<file path="src/rtl/subtrator_pkg.sv">
`default_nettype none
// ============================================================================
// Module  : subtrator_pkg
// Brief   : Shared state encoding and default sizing for the serial subtractor.
// Rev     : 1.0 - initial release
// ============================================================================
package subtrator_pkg;

    localparam int c_WIDTH_DEFAULT = 8;
    localparam int c_DIGIT_DEFAULT = 4;

    typedef enum logic [1:0] {
        IDLE = 2'd0,
        RUN  = 2'd1,
        FIX  = 2'd2,
        DONE = 2'd3
    } state_t;

endpackage
`default_nettype wire

</file>
<file path="src/rtl/subtrator_serial_sub_digit.sv">
`default_nettype none
// ============================================================================
// Module  : sub_digit
// Brief   : Combinational DIGIT-bit ripple-borrow subtractor slice.
// Rev     : 1.0 - initial release
// ============================================================================
module sub_digit #(
    parameter int DIGIT = 4
) (
    input  logic [DIGIT-1:0] x,
    input  logic [DIGIT-1:0] y,
    input  logic             bin,
    output logic [DIGIT-1:0] d,
    output logic             bo
);

    logic [DIGIT:0] w_b;

    assign w_b[0] = bin;

    generate
        for (genvar i = 0; i < DIGIT; i++) begin : g_bit
            // Borrow when x < y + borrow_in at this bit position.
            assign d[i]     = x[i] ^ y[i] ^ w_b[i];
            assign w_b[i+1] = (~x[i] & y[i]) | (~(x[i] ^ y[i]) & w_b[i]);
        end
    endgenerate

    assign bo = w_b[DIGIT];

endmodule
`default_nettype wire

</file>
<file path="src/rtl/subtrator_serial.sv">
`default_nettype none
// ============================================================================
// Module  : subtrator_serial
// Brief   : Digit-serial unsigned subtractor, DIGIT bits per clock, valid/ready
//           handshakes on both sides. Define SUB_ABS_EN to return |a-b| with a
//           negative flag via an extra FIX cycle.
// Rev     : 1.0 - initial release
// ============================================================================
module subtrator_serial
    import subtrator_pkg::*;
#(
    parameter int WIDTH = c_WIDTH_DEFAULT,
    parameter int DIGIT = c_DIGIT_DEFAULT
) (
    input  logic             clk,
    input  logic             rst_n,
    input  logic             in_valid,
    output logic             in_ready,
    input  logic [WIDTH-1:0] a,
    input  logic [WIDTH-1:0] b,
    output logic             out_valid,
    input  logic             out_ready,
    output logic [WIDTH-1:0] s,
    output logic             bout,
    output logic             neg
);

    localparam int N     = (DIGIT > 0) ? (WIDTH / DIGIT) : 1;
    localparam int CNT_W = $clog2(N) + 1;
    localparam logic [CNT_W-1:0] c_LAST = CNT_W'(N - 1);

    generate
        if ((DIGIT < 1) || (DIGIT > WIDTH) || ((WIDTH % DIGIT) != 0)) begin : g_bad_cfg
            $error("subtrator_serial: DIGIT must divide WIDTH and lie in 1..WIDTH");
        end
    endgenerate

    state_t             r_state;
    logic [WIDTH-1:0]   r_a;
    logic [WIDTH-1:0]   r_b;
    logic [WIDTH-1:0]   r_s;
    logic               r_borrow;
    logic [CNT_W-1:0]   r_cnt;
    logic               r_out_valid;
    logic               r_in_ready;

    logic [DIGIT-1:0]   w_d;
    logic               w_bo;
    logic [WIDTH-1:0]   w_s_next;

    // Operands shift right so the active slice always sits in the low bits.
    sub_digit #(
        .DIGIT (DIGIT)
    ) u_sub_digit (
        .x   (r_a[DIGIT-1:0]),
        .y   (r_b[DIGIT-1:0]),
        .bin (r_borrow),
        .d   (w_d),
        .bo  (w_bo)
    );

    // Result fills from the top; after N slices the LSB slice reaches bit 0.
    assign w_s_next = (r_s >> DIGIT) | (WIDTH'(w_d) << (WIDTH - DIGIT));

`ifdef SUB_ABS_EN
    logic r_neg;
`endif

    always_ff @(posedge clk or negedge rst_n) begin
        if (!rst_n) begin
            r_state     <= IDLE;
            r_a         <= '0;
            r_b         <= '0;
            r_s         <= '0;
            r_borrow    <= 1'b0;
            r_cnt       <= '0;
            r_out_valid <= 1'b0;
            r_in_ready  <= 1'b1;
`ifdef SUB_ABS_EN
            r_neg       <= 1'b0;
`endif
        end else begin
            case (r_state)
                IDLE: begin
                    if (in_valid) begin
                        r_a        <= a;
                        r_b        <= b;
                        r_s        <= '0;
                        r_borrow   <= 1'b0;
                        r_cnt      <= '0;
                        r_in_ready <= 1'b0;
`ifdef SUB_ABS_EN
                        r_neg      <= 1'b0;
`endif
                        r_state    <= RUN;
                    end
                end
                RUN: begin
                    r_a      <= r_a >> DIGIT;
                    r_b      <= r_b >> DIGIT;
                    r_s      <= w_s_next;
                    r_borrow <= w_bo;
                    if (r_cnt == c_LAST) begin
`ifdef SUB_ABS_EN
                        r_state     <= FIX;
`else
                        r_state     <= DONE;
                        r_out_valid <= 1'b1;
`endif
                    end else begin
                        r_cnt <= r_cnt + CNT_W'(1);
                    end
                end
                FIX: begin
`ifdef SUB_ABS_EN
                    if (r_borrow) begin
                        r_s <= ~r_s + WIDTH'(1);
                    end
                    r_neg <= r_borrow;
`endif
                    r_state     <= DONE;
                    r_out_valid <= 1'b1;
                end
                DONE: begin
                    if (out_ready) begin
                        r_out_valid <= 1'b0;
                        r_in_ready  <= 1'b1;
                        r_state     <= IDLE;
                    end
                end
                default: begin
                    r_state     <= IDLE;
                    r_out_valid <= 1'b0;
                    r_in_ready  <= 1'b1;
                end
            endcase
        end
    end

    assign in_ready  = r_in_ready;
    assign out_valid = r_out_valid;
    assign s         = r_s;
    assign bout      = r_borrow;

`ifdef SUB_ABS_EN
    assign neg = r_neg;
`else
    assign neg = 1'b0;
`endif

endmodule
`default_nettype wire
</file>
<file path="config.mk">
export PLATFORM = sky130hd
export DESIGN_NAME = subtrator_serial
export DESIGN_NICKNAME = d
export VERILOG_FILES = /design/src/rtl/subtrator_pkg.sv /design/src/rtl/subtrator_serial_sub_digit.sv /design/src/rtl/subtrator_serial.sv
export SDC_FILE = /design/constraint.sdc
export NUM_CORES = 1
export LEC_CHECK = 0
export ABC_AREA = 1
export BUFFER_PORTS_ARGS = -buffer_cell sky130_fd_sc_hd__buf_2
export CAP_MARGIN = 20
export CORE_ASPECT_RATIO = 1.75
export CORE_MARGIN = 8
export CORE_UTILIZATION = 37
export CTS_BUF_LIST = sky130_fd_sc_hd__clkbuf_16
export DETAILED_ROUTE_END_ITERATION = 10
export GPL_ROUTABILITY_DRIVEN = 0
export MAX_ROUTING_LAYER = met4
export RECOVER_POWER = 25
export SLEW_MARGIN = 0
export SYNTH_ARGS = -nofsm -noshare
export SYNTH_HDL_FRONTEND = slang
export SYNTH_SLANG_ARGS = --single-unit
</file>
<file path="constraint.sdc">
create_clock -name clk -period 3.5 [get_ports clk]
set_clock_uncertainty 0.1 [all_clocks]
set_input_delay 0 -clock clk [delete_from_list [all_inputs] [get_ports clk]]
set_output_delay 0 -clock clk [all_outputs]
set_load 0.1 [all_outputs]
</file>
==> flow_summary.html, run 1 <==
<table>
<tr><th>Metric</th><th>Value</th></tr>
<tr><th colspan="2">Cells and area</th></tr>
<tr><td>Filler Cells Inserted</td><td>approximately 380</td></tr>
<tr><td>Post-route core utilization</td><td>50.41%</td></tr>
<tr><td>Number of standard cells in the final layout excluding fillers</td><td>292</td></tr>
<tr><td>Number of antenna repair diodes</td><td>0</td></tr>
<tr><td>Ratio of cells with drive above 1 in the final layout</td><td>17.28%</td></tr>
<tr><td>Layout overhead on the synthesized area</td><td>31.65%</td></tr>
<tr><td>Number of nets in the layout</td><td>about 270</td></tr>
<tr><th colspan="2">Clock tree</th></tr>
<tr><td>Clock tree from TritonCTS</td><td>built</td></tr>
<tr><td>CTS sink count</td><td>31</td></tr>
<tr><td>Clock network latency to the later pin of the worst-skew pair</td><td>280 ps</td></tr>
<tr><td>CTS Buffer Depth</td><td>2</td></tr>
<tr><td>Count of H-tree levels built during CTS</td><td>2</td></tr>
<tr><td>Cts bufs inserted</td><td>5</td></tr>
<tr><td>CTS Root Cell</td><td>sky130_fd_sc_hd__clkbuf_16</td></tr>
<tr><td>Clock edge transition at the registers on the reported setup and hold paths</td><td>~50 ps</td></tr>
<tr><td>Resize count post-CTS</td><td>0</td></tr>
<tr><th colspan="2">Synth</th></tr>
<tr><td>Number of instances in the synthesized netlist</td><td>between 150 and 200</td></tr>
<tr><td>Total standard cell area after synthesis</td><td>~1600 µm²</td></tr>
<tr><td>Biggest area consumer among synthesized cells</td><td>sky130_fd_sc_hd__dfrtp_1</td></tr>
<tr><td>Number of warnings reported in the yosys synthesis log</td><td>0</td></tr>
<tr><td>Combinational family with the most area after synthesis</td><td>simple AND/OR/NAND/NOR gates</td></tr>
<tr><td>Complex-gate fraction of the synthesized area</td><td>roughly 1.8%</td></tr>
<tr><td>Area share of xor/xnor cells in the synthesized design</td><td>0%</td></tr>
<tr><td>Basic-gate share of the synthesized area counting and, or, nand and nor cells</td><td>31.42%</td></tr>
<tr><td>Most common library cells after synthesis</td><td>sky130_fd_sc_hd__nand2_1 (101), sky130_fd_sc_hd__dfrtp_1 (30), sky130_fd_sc_hd__inv_1 (15), sky130_fd_sc_hd__nand3_1 (12), sky130_fd_sc_hd__ha_1 (6)</td></tr>
<tr><td>Fraction of synthesized cell area taken by the top area cell type</td><td>around 47%</td></tr>
<tr><td>Flop and latch count out of synthesis</td><td>31</td></tr>
<tr><td>Most frequent cell after synthesis</td><td>sky130_fd_sc_hd__nand2_1</td></tr>
<tr><td>Net count after synthesis</td><td>223</td></tr>
<tr><td>Number of distinct library cell variants in the gate-level netlist after synthesis</td><td>19</td></tr>
<tr><td>Share of cell area taken by muxes after synthesis</td><td>0%</td></tr>
<tr><td>Async set-reset flop share out of synthesis</td><td>100.0%</td></tr>
<tr><td>Post-synthesis average cell area</td><td>8.233 µm²</td></tr>
<tr><td>Portion of the post-synthesis area used by sequential elements</td><td>between 40% and 50%</td></tr>
<tr><td>Synthesized-area fraction occupied by adder cells</td><td>under 10%</td></tr>
<tr><td>Ys flop type</td><td>sky130_fd_sc_hd__dfrtp_1</td></tr>
<tr><td>Number of flops mapped to enable cells by yosys</td><td>0</td></tr>
<tr><td>Area contributors post-synth</td><td>sky130_fd_sc_hd__dfrtp_1 (47%), sky130_fd_sc_hd__nand2_1 (24%), sky130_fd_sc_hd__fa_1 (5.0%)</td></tr>
<tr><th colspan="2">Critical path</th></tr>
<tr><td>Maximum net fanout on the critical path</td><td>2</td></tr>
<tr><td>Element type at the critical path end</td><td>register</td></tr>
<tr><td>Capture point of the worst reg-to-reg path</td><td>s[7]</td></tr>
<tr><td>CP Data Required Time</td><td>between 3000 and 4000 ps</td></tr>
<tr><td>Worst r2r src</td><td>r_a[0]</td></tr>
<tr><td>Slack of the worst reg-to-reg path</td><td>1320 ps</td></tr>
<tr><td>Worst setup startpoint</td><td>r_a[0]</td></tr>
<tr><td>CP startpoint kind</td><td>register</td></tr>
<tr><td>Worst r2r path cells</td><td>8</td></tr>
<tr><td>Data arrival time of the critical path</td><td>about 2300 ps</td></tr>
<tr><td>Startpoint-to-endpoint class of the critical path</td><td>register to register</td></tr>
<tr><td>Worst setup path end</td><td>s[7]</td></tr>
<tr><th colspan="2">Drt</th></tr>
<tr><td>Post-route antenna net violation count</td><td>0</td></tr>
<tr><td>Wirelength, routed</td><td>about 3500 µm</td></tr>
<tr><td>Router iterations before antenna repair</td><td>4</td></tr>
<tr><td>Number of DRC markers after the initial detailed-route iteration</td><td>between 40 and 50</td></tr>
<tr><td>Number of DRC violations after detailed routing</td><td>0</td></tr>
<tr><td>Post-detailed-route via-to-cell ratio</td><td>approximately 4.6</td></tr>
<tr><td>Post-detailed-route wirelength per cell</td><td>11.82 µm</td></tr>
<tr><td>Total via count in the routed design</td><td>1352</td></tr>
<tr><th colspan="2">Floorplan</th></tr>
<tr><td>Overall die area</td><td>6730 µm²</td></tr>
<tr><td>Rows</td><td>31</td></tr>
<tr><td>Width of the die</td><td>roughly 66 µm</td></tr>
<tr><td>Number of primary I/O pins</td><td>32</td></tr>
<tr><td>Initial standard-cell utilization of the core</td><td>about two fifths</td></tr>
<tr><td>Core Footprint</td><td>between 4000 and 5000 µm²</td></tr>
<tr><td>Floorplan die height</td><td>slightly above 100 µm</td></tr>
<tr><th colspan="2">Placed design</th></tr>
<tr><td>Port bufs</td><td>30</td></tr>
<tr><td>Count of placed standard cells including taps</td><td>265</td></tr>
<tr><td>Half-perimeter wire length of the detailed placement result</td><td>around 2400 µm</td></tr>
<tr><td>Placement Setup Slack</td><td>1303 ps</td></tr>
<tr><th colspan="2">STA</th></tr>
<tr><td>Final worst-path cycle share</td><td>62.38%</td></tr>
<tr><td>Relative slew slack</td><td>-12.52%</td></tr>
<tr><td>Setup total negative slack</td><td>0 ps</td></tr>
<tr><td>Worst slew pin tran</td><td>around 1700 ps</td></tr>
<tr><td>Final min period</td><td>2183 ps</td></tr>
<tr><td>Worst path setup slack after routing</td><td>roughly 1300 ps</td></tr>
<tr><td>Final Hold Vio Count</td><td>0</td></tr>
<tr><td>Final Slew Violations</td><td>32</td></tr>
<tr><td>Max Freq</td><td>458.0 MHz</td></tr>
<tr><td>Unrepaired setup endpoints after global routing</td><td>false</td></tr>
<tr><td>Count of endpoints failing setup in the final report</td><td>0</td></tr>
<tr><th colspan="2">Status</th></tr>
<tr><td>Result of the run</td><td>finished, violations left</td></tr>
<tr><td>Violated checks</td><td>max-capacitance violations, max-slew violations</td></tr>
<tr><th colspan="2">Power</th></tr>
<tr><td>Pwr Density</td><td>about 1100 nW/µm²</td></tr>
<tr><td>Highest ir drop seen on vdd</td><td>between 0.0006 and 0.0007 V</td></tr>
<tr><td>Leakage dissipation</td><td>roughly 1.2 nW</td></tr>
<tr><th colspan="2">GRT</th></tr>
<tr><td>Maximum number of pins on one net before global-route repair</td><td>32</td></tr>
<tr><td>GRT Residual Overflow</td><td>0</td></tr>
<tr><td>Number of global-route vias before repair</td><td>~1.4k</td></tr>
<tr><td>First-pass GRT wire length</td><td>6085 µm</td></tr>
<tr><td>Initial antenna violation count</td><td>0</td></tr>
<tr><td>GRT Overall Usage</td><td>12.08%</td></tr>
<tr><th colspan="2">Job</th></tr>
<tr><td>Reported max-cap violation count</td><td>1</td></tr>
<tr><th colspan="2">Worst hold path</th></tr>
<tr><td>Path type of the worst min-delay path</td><td>input port to register</td></tr>
<tr><td>Hold Crit Depth</td><td>5</td></tr>
</table>
==> how the worst min path moves through the flow <==
stage / startpoint / endpoint / slack (ps)
finish: in_valid / r_state[1] / 70
global route: in_valid / s[2] / 110
CTS: in_valid / r_state[1] / 70
detailed placement: rst_n / r_b[5] / -9
global placement: rst_n / r_b[5] / -3
floorplan: rst_n / bout / -400
==> where the power goes <==
group          internal [mW]  switching [mW]
Clock                  0.331           0.150
Combinational          0.302           0.885
Sequential             0.522          0.0904
==> critical path, cell delays in order (launching register included) <==
cell and delay, ps:
sky130_fd_sc_hd__dfrtp_1 360, sky130_fd_sc_hd__inv_1 90, sky130_fd_sc_hd__fa_1 170, sky130_fd_sc_hd__inv_1 50
sky130_fd_sc_hd__fa_1 380, sky130_fd_sc_hd__fa_1 380, sky130_fd_sc_hd__fa_1 480, sky130_fd_sc_hd__nand2_1 50
sky130_fd_sc_hd__nand2_1 70
==> stage by stage <==
stage | area [µm²] | total power, mW | hold WS (ps)
after global placement | 1739 | 1.788 | -3.185
after CTS | 2093 | 2.316 | 70.81
after detailed placement | 1739 | 1.799 | -8.516
final | 2092 | 2.279 | 66.78
after floorplan | 1589 | 1.632 | -395.6
after global routing | 2092 | 2.480 | 113.3
==> cell usage in the layout, fill, tap and decap left out, drive strengths merged <==
master	n
a21oi	1
buf	29
bufinv	1
clkbuf	6
clkinv	2
conb	1
dfrtp	30
dfstp	1
dlygate4sd3	19
fa	4
ha	6
inv	17
nand2	103
nand3	12
nand3b	3
nand4	2
nor2	2
o21ai	4
==> metal layers <==
| layer | track usage (%) | vias to the layer above | wire [µm] |
|---|---|---|---|
| met5 | - | - | 0 |
| met4 | 6.081 | 0 | 74 |
| met3 | 3.482 | 7 | 138 |
| met2 | 20.64 | 23 | 1768 |
| met1 | 12.21 | 640 | 1469 |
| li1 | - | 682 | - |
==> kinds of logic after synthesis <==
kind of cell | after synthesis
other | 1
and+or+nand+nor | 122
DFF | 31
buffers and inverters | 24
adders and majority gates | 10
AOI/OAI and AO/OA | 5
==> flip-flops by register name, indices dropped and copies added, names as in the netlist <==
| register | flops |
|---|---|
| r_a | 8 |
| r_b | 8 |
| s | 8 |
| r_cnt | 2 |
| r_state | 2 |
| bout | 1 |
| in_ready | 1 |
| out_valid | 1 |
==> final cells by class <==
cell class / instances / area, µm² / area share [%]
sequential: 31 / 777.0 / 37.14
multi-input combinational: 138 / 686.9 / 32.83
timing repair buffer: 49 / 339.1 / 16.21
clock buffer: 5 / 125.1 / 5.981
inverter: 17 / 63.81 / 3.050
tap: 49 / 61.31 / 2.931
clock inverter: 3 / 38.79 / 1.854
==> timing repair <==
item                      4_1_cts  5_1_grt
hold endpoints to repair       48        0
hold buffers                   19        0
setup buffers                   0        0
(Power assumes the default switching activity.)
==> run 2, diff against run 1 <==
clock period = 2.1 ns   (was 3.5 ns; I/O delays follow)
==> flow_summary.html, run 2 (same netlist as run 1, synthesis figures left out) <==
<table>
<tr><th>Metric</th><th>Value</th></tr>
<tr><th colspan="2">Floorplan</th></tr>
<tr><td>Floorplan die height</td><td>102.7 µm (unchanged)</td></tr>
<tr><td>Rows</td><td>31 (unchanged)</td></tr>
<tr><td>Overall die area</td><td>6730 µm² (unchanged)</td></tr>
<tr><td>Width of the die</td><td>65.54 µm (unchanged)</td></tr>
<tr><td>Core Footprint</td><td>4150 µm² (unchanged)</td></tr>
<tr><td>Initial standard-cell utilization of the core</td><td>38.29% (unchanged)</td></tr>
<tr><td>Number of primary I/O pins</td><td>32 (unchanged)</td></tr>
<tr><th colspan="2">Clock tree</th></tr>
<tr><td>Count of H-tree levels built during CTS</td><td>2 (unchanged)</td></tr>
<tr><td>Cts bufs inserted</td><td>5 (unchanged)</td></tr>
<tr><td>CTS Buffer Depth</td><td>2 (unchanged)</td></tr>
<tr><td>Clock edge transition at the registers on the reported setup and hold paths</td><td>50 ps (about the same)</td></tr>
<tr><td>Number of setup buffers added after CTS</td><td>0 (unchanged)</td></tr>
<tr><td>Clock tree from TritonCTS</td><td>built</td></tr>
<tr><td>CTS Root Cell</td><td>sky130_fd_sc_hd__clkbuf_16</td></tr>
<tr><td>CTS sink count</td><td>31 (unchanged)</td></tr>
<tr><td>Clock network latency to the later pin of the worst-skew pair</td><td>270 ps (about the same)</td></tr>
<tr><th colspan="2">Worst hold path</th></tr>
<tr><td>Path type of the worst min-delay path</td><td>input port to register</td></tr>
<tr><td>Hold_sp</td><td>in_valid</td></tr>
<tr><td>Hold Crit Depth</td><td>5 (unchanged)</td></tr>
<tr><td>Destination of the worst hold path</td><td>r_state[0]</td></tr>
<tr><th colspan="2">Critical path</th></tr>
<tr><td>Maximum net fanout on the critical path</td><td>2 (unchanged)</td></tr>
<tr><td>CP startpoint kind</td><td>register</td></tr>
<tr><td>Slack of the worst reg-to-reg path</td><td>3 ps (-1310 ps)</td></tr>
<tr><td>CP Data Required Time</td><td>2210 ps (-1400 ps)</td></tr>
<tr><td>Worst r2r src</td><td>r_a[0]</td></tr>
<tr><td>Capture point of the worst reg-to-reg path</td><td>s[7]</td></tr>
<tr><td>Worst r2r path cells</td><td>8 (unchanged)</td></tr>
<tr><td>Data arrival time of the critical path</td><td>2210 ps (-90 ps)</td></tr>
<tr><td>Startpoint-to-endpoint class of the critical path</td><td>register to register</td></tr>
<tr><td>Element type at the critical path end</td><td>register</td></tr>
<tr><th colspan="2">Placed design</th></tr>
<tr><td>Area after DPL</td><td>1773 µm² (+1.9%)</td></tr>
<tr><td>Half-perimeter wire length of the detailed placement result</td><td>2430 µm (+1.5%)</td></tr>
<tr><td>Port bufs</td><td>30 (unchanged)</td></tr>
<tr><th colspan="2">Cells and area</th></tr>
<tr><td>Multi-input gate area in the final layout</td><td>694.4 µm² (+1.1%)</td></tr>
<tr><td>Ratio of cells with drive above 1 in the final layout</td><td>20.33% (+3.0 points)</td></tr>
<tr><td>Layout overhead on the synthesized area</td><td>32.13%</td></tr>
<tr><td>Fin area</td><td>2100 µm² (+0.36%)</td></tr>
<tr><td>Filler Cells Inserted</td><td>408 (+6.5%)</td></tr>
<tr><td>Most frequent standard cell in the layout excluding fill and tap cells</td><td>sky130_fd_sc_hd__nand2_1</td></tr>
<tr><td>Number of nets in the layout</td><td>275 (+1.1%)</td></tr>
<tr><td>Register area</td><td>780.7 µm² (+0.48%)</td></tr>
<tr><td>Number of antenna repair diodes</td><td>0 (unchanged)</td></tr>
<tr><td>Most frequent cells in the layout</td><td>sky130_fd_sc_hd__nand2_1 (101), sky130_fd_sc_hd__buf_2 (29), sky130_fd_sc_hd__dfrtp_1 (29)</td></tr>
<tr><th colspan="2">STA</th></tr>
<tr><td>Final Slew Violations</td><td>0 (-100%)</td></tr>
<tr><td>Final worst-path cycle share</td><td>99.84% (+37 points)</td></tr>
<tr><td>Max Freq</td><td>476.9 MHz (+4.1%)</td></tr>
<tr><td>Count of endpoints failing setup in the final report</td><td>0 (unchanged)</td></tr>
<tr><td>Unrepaired setup endpoints after global routing</td><td>true</td></tr>
<tr><td>Worst slew pin tran</td><td>775.0 ps (-912.7 ps)</td></tr>
<tr><td>Final Hold Slack</td><td>80.96 ps (+14.18 ps)</td></tr>
<tr><td>Relative slew slack</td><td>48.33% (+61 points)</td></tr>
<tr><td>Final min period</td><td>2097 ps (-86.54 ps)</td></tr>
<tr><td>Final Hold Vio Count</td><td>0 (unchanged)</td></tr>
<tr><th colspan="2">GRT</th></tr>
<tr><td>GRT Overall Usage</td><td>11.95% (-0.12 points)</td></tr>
<tr><td>GRT Residual Overflow</td><td>0 (unchanged)</td></tr>
<tr><td>First-pass GRT wire length</td><td>6092 µm (+0.12%)</td></tr>
<tr><td>Number of global-route vias before repair</td><td>1377 (+0.88%)</td></tr>
<tr><td>Initial antenna violation count</td><td>0 (unchanged)</td></tr>
<tr><td>Maximum number of pins on one net before global-route repair</td><td>32 (unchanged)</td></tr>
<tr><th colspan="2">Status</th></tr>
<tr><td>Result of the run</td><td>completed</td></tr>
<tr><th colspan="2">Power</th></tr>
<tr><td>Leakage dissipation</td><td>1.156 nW (about the same)</td></tr>
<tr><td>Highest ir drop seen on vdd</td><td>0.0009788 V (+48%)</td></tr>
<tr><td>Pwr Density</td><td>1785 nW/µm² (+64%)</td></tr>
<tr><td>Post-layout total power</td><td>3.749 mW (+64%)</td></tr>
<tr><th colspan="2">Drt</th></tr>
<tr><td>Wirelength, routed</td><td>3559 µm (+3.1%)</td></tr>
<tr><td>Router iterations before antenna repair</td><td>4 (unchanged)</td></tr>
<tr><td>Number of DRC markers after the initial detailed-route iteration</td><td>61 (+36%)</td></tr>
<tr><td>Number of DRC violations after detailed routing</td><td>0 (unchanged)</td></tr>
<tr><td>Post-detailed-route via-to-cell ratio</td><td>4.539 (-2.0%)</td></tr>
<tr><td>Post-detailed-route wirelength per cell</td><td>12.06 µm (+2.1%)</td></tr>
<tr><td>Post-route antenna net violation count</td><td>0 (unchanged)</td></tr>
<tr><td>Total via count in the routed design</td><td>1339 (-0.96%)</td></tr>
<tr><th colspan="2">Job</th></tr>
<tr><td>Reported max-cap violation count</td><td>0 (-1)</td></tr>
</table>
## run 2: worst max path at each step
stage | to | start | slack [ps]
final | s[7] | r_a[0] | 3
after detailed placement | s[7] | r_a[0] | -30
after CTS | s[7] | r_a[0] | -30
after floorplan | s[7] | bout | -220
after global routing | s[7] | bout | -90
after global placement | s[7] | r_a[0] | -4
## run 2: power breakdown
part / internal, mW / leakage [nW] / switching, mW
combinational: 0.559 / 0.697 / 1.50
sequential: 0.873 / 0.389 / 0.154
clock: 0.425 / 0.0701 / 0.240
## run 2: through the flow
step / cells / setup WS [ps] / util [%] / setup TNS, ps
finish: 295 / 3.270 / 50.59 / 0
global route: 295 / -89.29 / 50.59 / -157.9
CTS: 295 / -25.95 / 50.59 / -25.95
detailed placement: 268 / -29.88 / 42.72 / -29.88
global placement: 268 / -4.130 / 42.72 / -4.130
floorplan: 193 / -215.2 / - / -380.9
## run 2: layer usage
layer | track usage, % | vias to the layer above | routed length (µm)
met1 | 12.78 | 619 | 1466
met2 | 20.18 | 28 | 1845
met5 | - | - | 0
met3 | 2.938 | 5 | 177
li1 | - | 687 | -
met4 | 5.574 | 0 | 70
## run 2: worst max-delay path: stages, from the launching register on
cell and delay [ps]:
sky130_fd_sc_hd__dfrtp_1 360, sky130_fd_sc_hd__inv_2 70, sky130_fd_sc_hd__fa_2 190, sky130_fd_sc_hd__inv_2 40
sky130_fd_sc_hd__fa_2 330, sky130_fd_sc_hd__fa_2 340, sky130_fd_sc_hd__fa_1 480, sky130_fd_sc_hd__nand2_1 50
sky130_fd_sc_hd__nand2_1 60
## run 2: final cells by class
type	count	area share (%)
Tap cell	49	2.920
Sequential cell	31	37.19
Inverter	17	3.039
Multi-Input combinational cell	138	33.08
Clock buffer	5	5.959
Timing Repair Buffer	52	17.28
Clock inverter	3	0.5364
## run 2: repair_timing
item                                    in CTS  in global routing
gates resized for setup                      2                  0
gates cloned                                 0                  0
endpoints found under the hold margin       48                  0
endpoints found under the setup margin       2                  2
pin swaps                                    0                  2
hold buffers                                19                  0
==> run 3, diff against run 2 <==
GPL_TIMING_DRIVEN = 0   (was default)
==> flow_summary.html, run 3 (same netlist as run 1, synthesis figures left out) <==
<table>
<tr><th>Metric</th><th>Value</th></tr>
<tr><th colspan="2">STA</th></tr>
<tr><td>Final min period</td><td>2109 ps (+12.51 ps)</td></tr>
<tr><td>Worst path setup slack after routing</td><td>-9.237 ps (-12.51 ps)</td></tr>
<tr><td>Count of endpoints failing setup in the final report</td><td>1 (+1)</td></tr>
<tr><td>Final worst-path cycle share</td><td>100.4% (+0.60 points)</td></tr>
<tr><td>Max Freq</td><td>474.1 MHz (-0.59%)</td></tr>
<tr><td>Final Hold Vio Count</td><td>0 (unchanged)</td></tr>
<tr><td>Relative slew slack</td><td>52.66% (+4.3 points)</td></tr>
<tr><td>Final Slew Violations</td><td>0 (unchanged)</td></tr>
<tr><td>Worst slew pin tran</td><td>710.0 ps (-64.97 ps)</td></tr>
<tr><td>Unrepaired setup endpoints after global routing</td><td>true</td></tr>
<tr><th colspan="2">Critical path</th></tr>
<tr><td>Capture point of the worst reg-to-reg path</td><td>s[7]</td></tr>
<tr><td>Worst r2r src</td><td>r_a[0]</td></tr>
<tr><td>Startpoint-to-endpoint class of the critical path</td><td>register to register</td></tr>
<tr><td>CP Data Required Time</td><td>2210 ps (about the same)</td></tr>
<tr><td>Data arrival time of the critical path</td><td>2220 ps (about the same)</td></tr>
<tr><td>Worst r2r path cells</td><td>8 (unchanged)</td></tr>
<tr><td>Worst setup startpoint</td><td>r_a[0]</td></tr>
<tr><td>Slack of the worst reg-to-reg path</td><td>-9 ps (about the same)</td></tr>
<tr><td>CP startpoint kind</td><td>register</td></tr>
<tr><td>Maximum net fanout on the critical path</td><td>2 (unchanged)</td></tr>
<tr><td>Element type at the critical path end</td><td>register</td></tr>
<tr><th colspan="2">GRT</th></tr>
<tr><td>GRT Overall Usage</td><td>12.11% (+0.15 points)</td></tr>
<tr><td>Initial antenna violation count</td><td>0 (unchanged)</td></tr>
<tr><td>Maximum number of pins on one net before global-route repair</td><td>32 (unchanged)</td></tr>
<tr><td>Number of global-route vias before repair</td><td>1351 (-1.9%)</td></tr>
<tr><td>GRT Residual Overflow</td><td>0 (unchanged)</td></tr>
<tr><td>First-pass GRT wire length</td><td>6154 µm (+1.0%)</td></tr>
<tr><th colspan="2">Drt</th></tr>
<tr><td>Post-detailed-route via-to-cell ratio</td><td>4.563 (+0.54%)</td></tr>
<tr><td>Post-route antenna net violation count</td><td>0 (unchanged)</td></tr>
<tr><td>Total via count in the routed design</td><td>1369 (+2.2%)</td></tr>
<tr><td>Number of DRC markers after the initial detailed-route iteration</td><td>30 (-51%)</td></tr>
<tr><td>Post-detailed-route wirelength per cell</td><td>12.20 µm (+1.2%)</td></tr>
<tr><td>Router iterations before antenna repair</td><td>4 (unchanged)</td></tr>
<tr><td>Number of DRC violations after detailed routing</td><td>0 (unchanged)</td></tr>
<tr><td>Wirelength, routed</td><td>3661 µm (+2.9%)</td></tr>
<tr><th colspan="2">Clock tree</th></tr>
<tr><td>CTS Root Cell</td><td>sky130_fd_sc_hd__clkbuf_16</td></tr>
<tr><td>Clock network latency to the later pin of the worst-skew pair</td><td>270 ps (about the same)</td></tr>
<tr><td>Clock edge transition at the registers on the reported setup and hold paths</td><td>50 ps (about the same)</td></tr>
<tr><td>Clock tree from TritonCTS</td><td>built</td></tr>
<tr><td>Cts bufs inserted</td><td>5 (unchanged)</td></tr>
<tr><td>Count of H-tree levels built during CTS</td><td>2 (unchanged)</td></tr>
<tr><td>CTS sink count</td><td>31 (unchanged)</td></tr>
<tr><td>CTS Buffer Depth</td><td>2 (unchanged)</td></tr>
<tr><th colspan="2">Placed design</th></tr>
<tr><td>Half-perimeter wire length of the detailed placement result</td><td>2624 µm (+8.0%)</td></tr>
<tr><td>Placement Setup Slack</td><td>-94.77 ps (-64.88 ps)</td></tr>
<tr><td>Port bufs</td><td>30 (unchanged)</td></tr>
<tr><td>Count of placed standard cells including taps</td><td>272 (+1.5%)</td></tr>
<tr><th colspan="2">Power</th></tr>
<tr><td>Highest ir drop seen on vdd</td><td>0.001091 V (+11%)</td></tr>
<tr><td>Fraction of power consumed by combinational cells</td><td>56.4% (+1.5 points)</td></tr>
<tr><td>Part of the power in the clock network</td><td>17.0% (-0.7 points)</td></tr>
<tr><td>Internal power summed over all cells</td><td>1.946 mW (+4.8%)</td></tr>
<tr><td>Net switching share of the total power</td><td>49.66% (-0.80 points)</td></tr>
<tr><td>Pwr Density</td><td>1801 nW/µm² (+0.89%)</td></tr>
<tr><td>Fraction of power consumed by sequential logic</td><td>26.6% (-0.8 points)</td></tr>
<tr><td>Post-layout total power</td><td>3.865 mW (+3.1%)</td></tr>
<tr><td>Leakage dissipation</td><td>1.183 nW (+2.3%)</td></tr>
<tr><td>Switching power</td><td>1.920 mW (+1.5%)</td></tr>
<tr><th colspan="2">Status</th></tr>
<tr><td>Result of the run</td><td>finished, violations left</td></tr>
<tr><td>Violated checks</td><td>negative setup slack</td></tr>
<tr><th colspan="2">Floorplan</th></tr>
<tr><td>Initial standard-cell utilization of the core</td><td>38.29% (unchanged)</td></tr>
<tr><td>Core Footprint</td><td>4150 µm² (unchanged)</td></tr>
<tr><td>Floorplan die height</td><td>102.7 µm (unchanged)</td></tr>
<tr><td>Width of the die</td><td>65.54 µm (unchanged)</td></tr>
<tr><td>Number of primary I/O pins</td><td>32 (unchanged)</td></tr>
<tr><td>Overall die area</td><td>6730 µm² (unchanged)</td></tr>
<tr><td>Rows</td><td>31 (unchanged)</td></tr>
<tr><th colspan="2">Cells and area</th></tr>
<tr><td>Post-route core utilization</td><td>51.70% (+1.1 points)</td></tr>
<tr><td>Number of nets in the layout</td><td>280 (+1.8%)</td></tr>
<tr><td>Filler Cells Inserted</td><td>413 (+1.2%)</td></tr>
<tr><td>Most frequent standard cell in the layout excluding fill and tap cells</td><td>sky130_fd_sc_hd__nand2_1</td></tr>
<tr><td>Most frequent cells in the layout</td><td>sky130_fd_sc_hd__nand2_1 (101), sky130_fd_sc_hd__buf_2 (31), sky130_fd_sc_hd__dfrtp_1 (29)</td></tr>
<tr><td>Ratio of cells with drive above 1 in the final layout</td><td>21.91% (+1.6 points)</td></tr>
<tr><td>Number of standard cells in the final layout excluding fillers</td><td>300 (+1.7%)</td></tr>
<tr><td>Layout overhead on the synthesized area</td><td>35.04%</td></tr>
<tr><td>Number of antenna repair diodes</td><td>0 (unchanged)</td></tr>
<tr><th colspan="2">Worst hold path</th></tr>
<tr><td>Path type of the worst min-delay path</td><td>input port to register</td></tr>
<tr><td>Hold_sp</td><td>in_valid</td></tr>
<tr><td>Destination of the worst hold path</td><td>r_state[0]</td></tr>
<tr><td>Hold Crit Depth</td><td>5 (unchanged)</td></tr>
<tr><th colspan="2">Job</th></tr>
<tr><td>Reported max-cap violation count</td><td>0 (unchanged)</td></tr>
</table>
-- run 3: cell count changes in the layout (fill, tap and decap cells not counted), sizes merged --
cell	previous run	this run
buf	32	38
clkbuf	6	5
-- run 3: critical path, stage by stage (launching register included) --
cell and delay, ps:
sky130_fd_sc_hd__dfrtp_1 370, sky130_fd_sc_hd__inv_2 80, sky130_fd_sc_hd__fa_2 190, sky130_fd_sc_hd__inv_2 40, sky130_fd_sc_hd__fa_2 330, sky130_fd_sc_hd__fa_2 340
sky130_fd_sc_hd__fa_1 480, sky130_fd_sc_hd__nand2_1 50, sky130_fd_sc_hd__nand2_1 70
-- run 3: worst max path at each step --
stage	endpoint	slack [ps]	cells past startpoint
6_report	s[7]	-9	8
5_1_grt	s[7]	-120	8
4_1_cts	s[7]	-40	8
3_5_place_dp	s[7]	-90	8
3_3_place_gp	s[7]	-80	8
2_1_floorplan	s[7]	-220	7
-- run 3: power by group through the flow --
stage | clock network [mW] | registers, mW | logic, mW
2_1_floorplan | 0 | 1.61 | 1.13
3_3_place_gp | 0 | 1.03 | 2.13
3_5_place_dp | 0 | 1.03 | 2.15
4_1_cts | 0.677 | 1.03 | 2.22
5_1_grt | 0.699 | 1.06 | 2.45
6_report | 0.657 | 1.03 | 2.18
-- run 3: area by class of cell --
class	instances	area [µm²]	share of cell area [%]
clock buffers	5	125.1	5.831
flip-flops and latches	31	780.7	36.38
plain buffers	7	61.31	2.857
clock inverters	3	11.26	0.5248
repair buffers	50	347.8	16.21
inverters	17	63.81	2.974
well taps	49	61.31	2.857
multi-input cells	138	694.4	32.36
-- run 3: layer usage --
metal  up-vias  track usage, %  part of all wire (%)
li1        699               -                     -
met3         4           3.047                   4.0
met1       645           12.76                    40
met5         -               -                     0
met4         0           5.574                   1.9
met2        21           20.64                    54
-- run 3: stage by stage --
stage	setup TNS (ps)	hold WS [ps]	cell area, µm²
floorplan	-380.9	-395.6	1600
global placement	-129.5	-2.638	1812
detailed placement	-157.1	-13.22	1812
CTS	-46.80	75.57	2146
global route	-188.5	137.4	2146
finish	-9.237	83.18	2146
-- run 3: repair_timing --
item,in CTS,in global routing
hold buffers,19,0
setup endpoints to repair,2,2
pin swaps,0,2
gates resized for setup,2,0
setup buffers,1,0
endpoints found under the hold margin,48,0
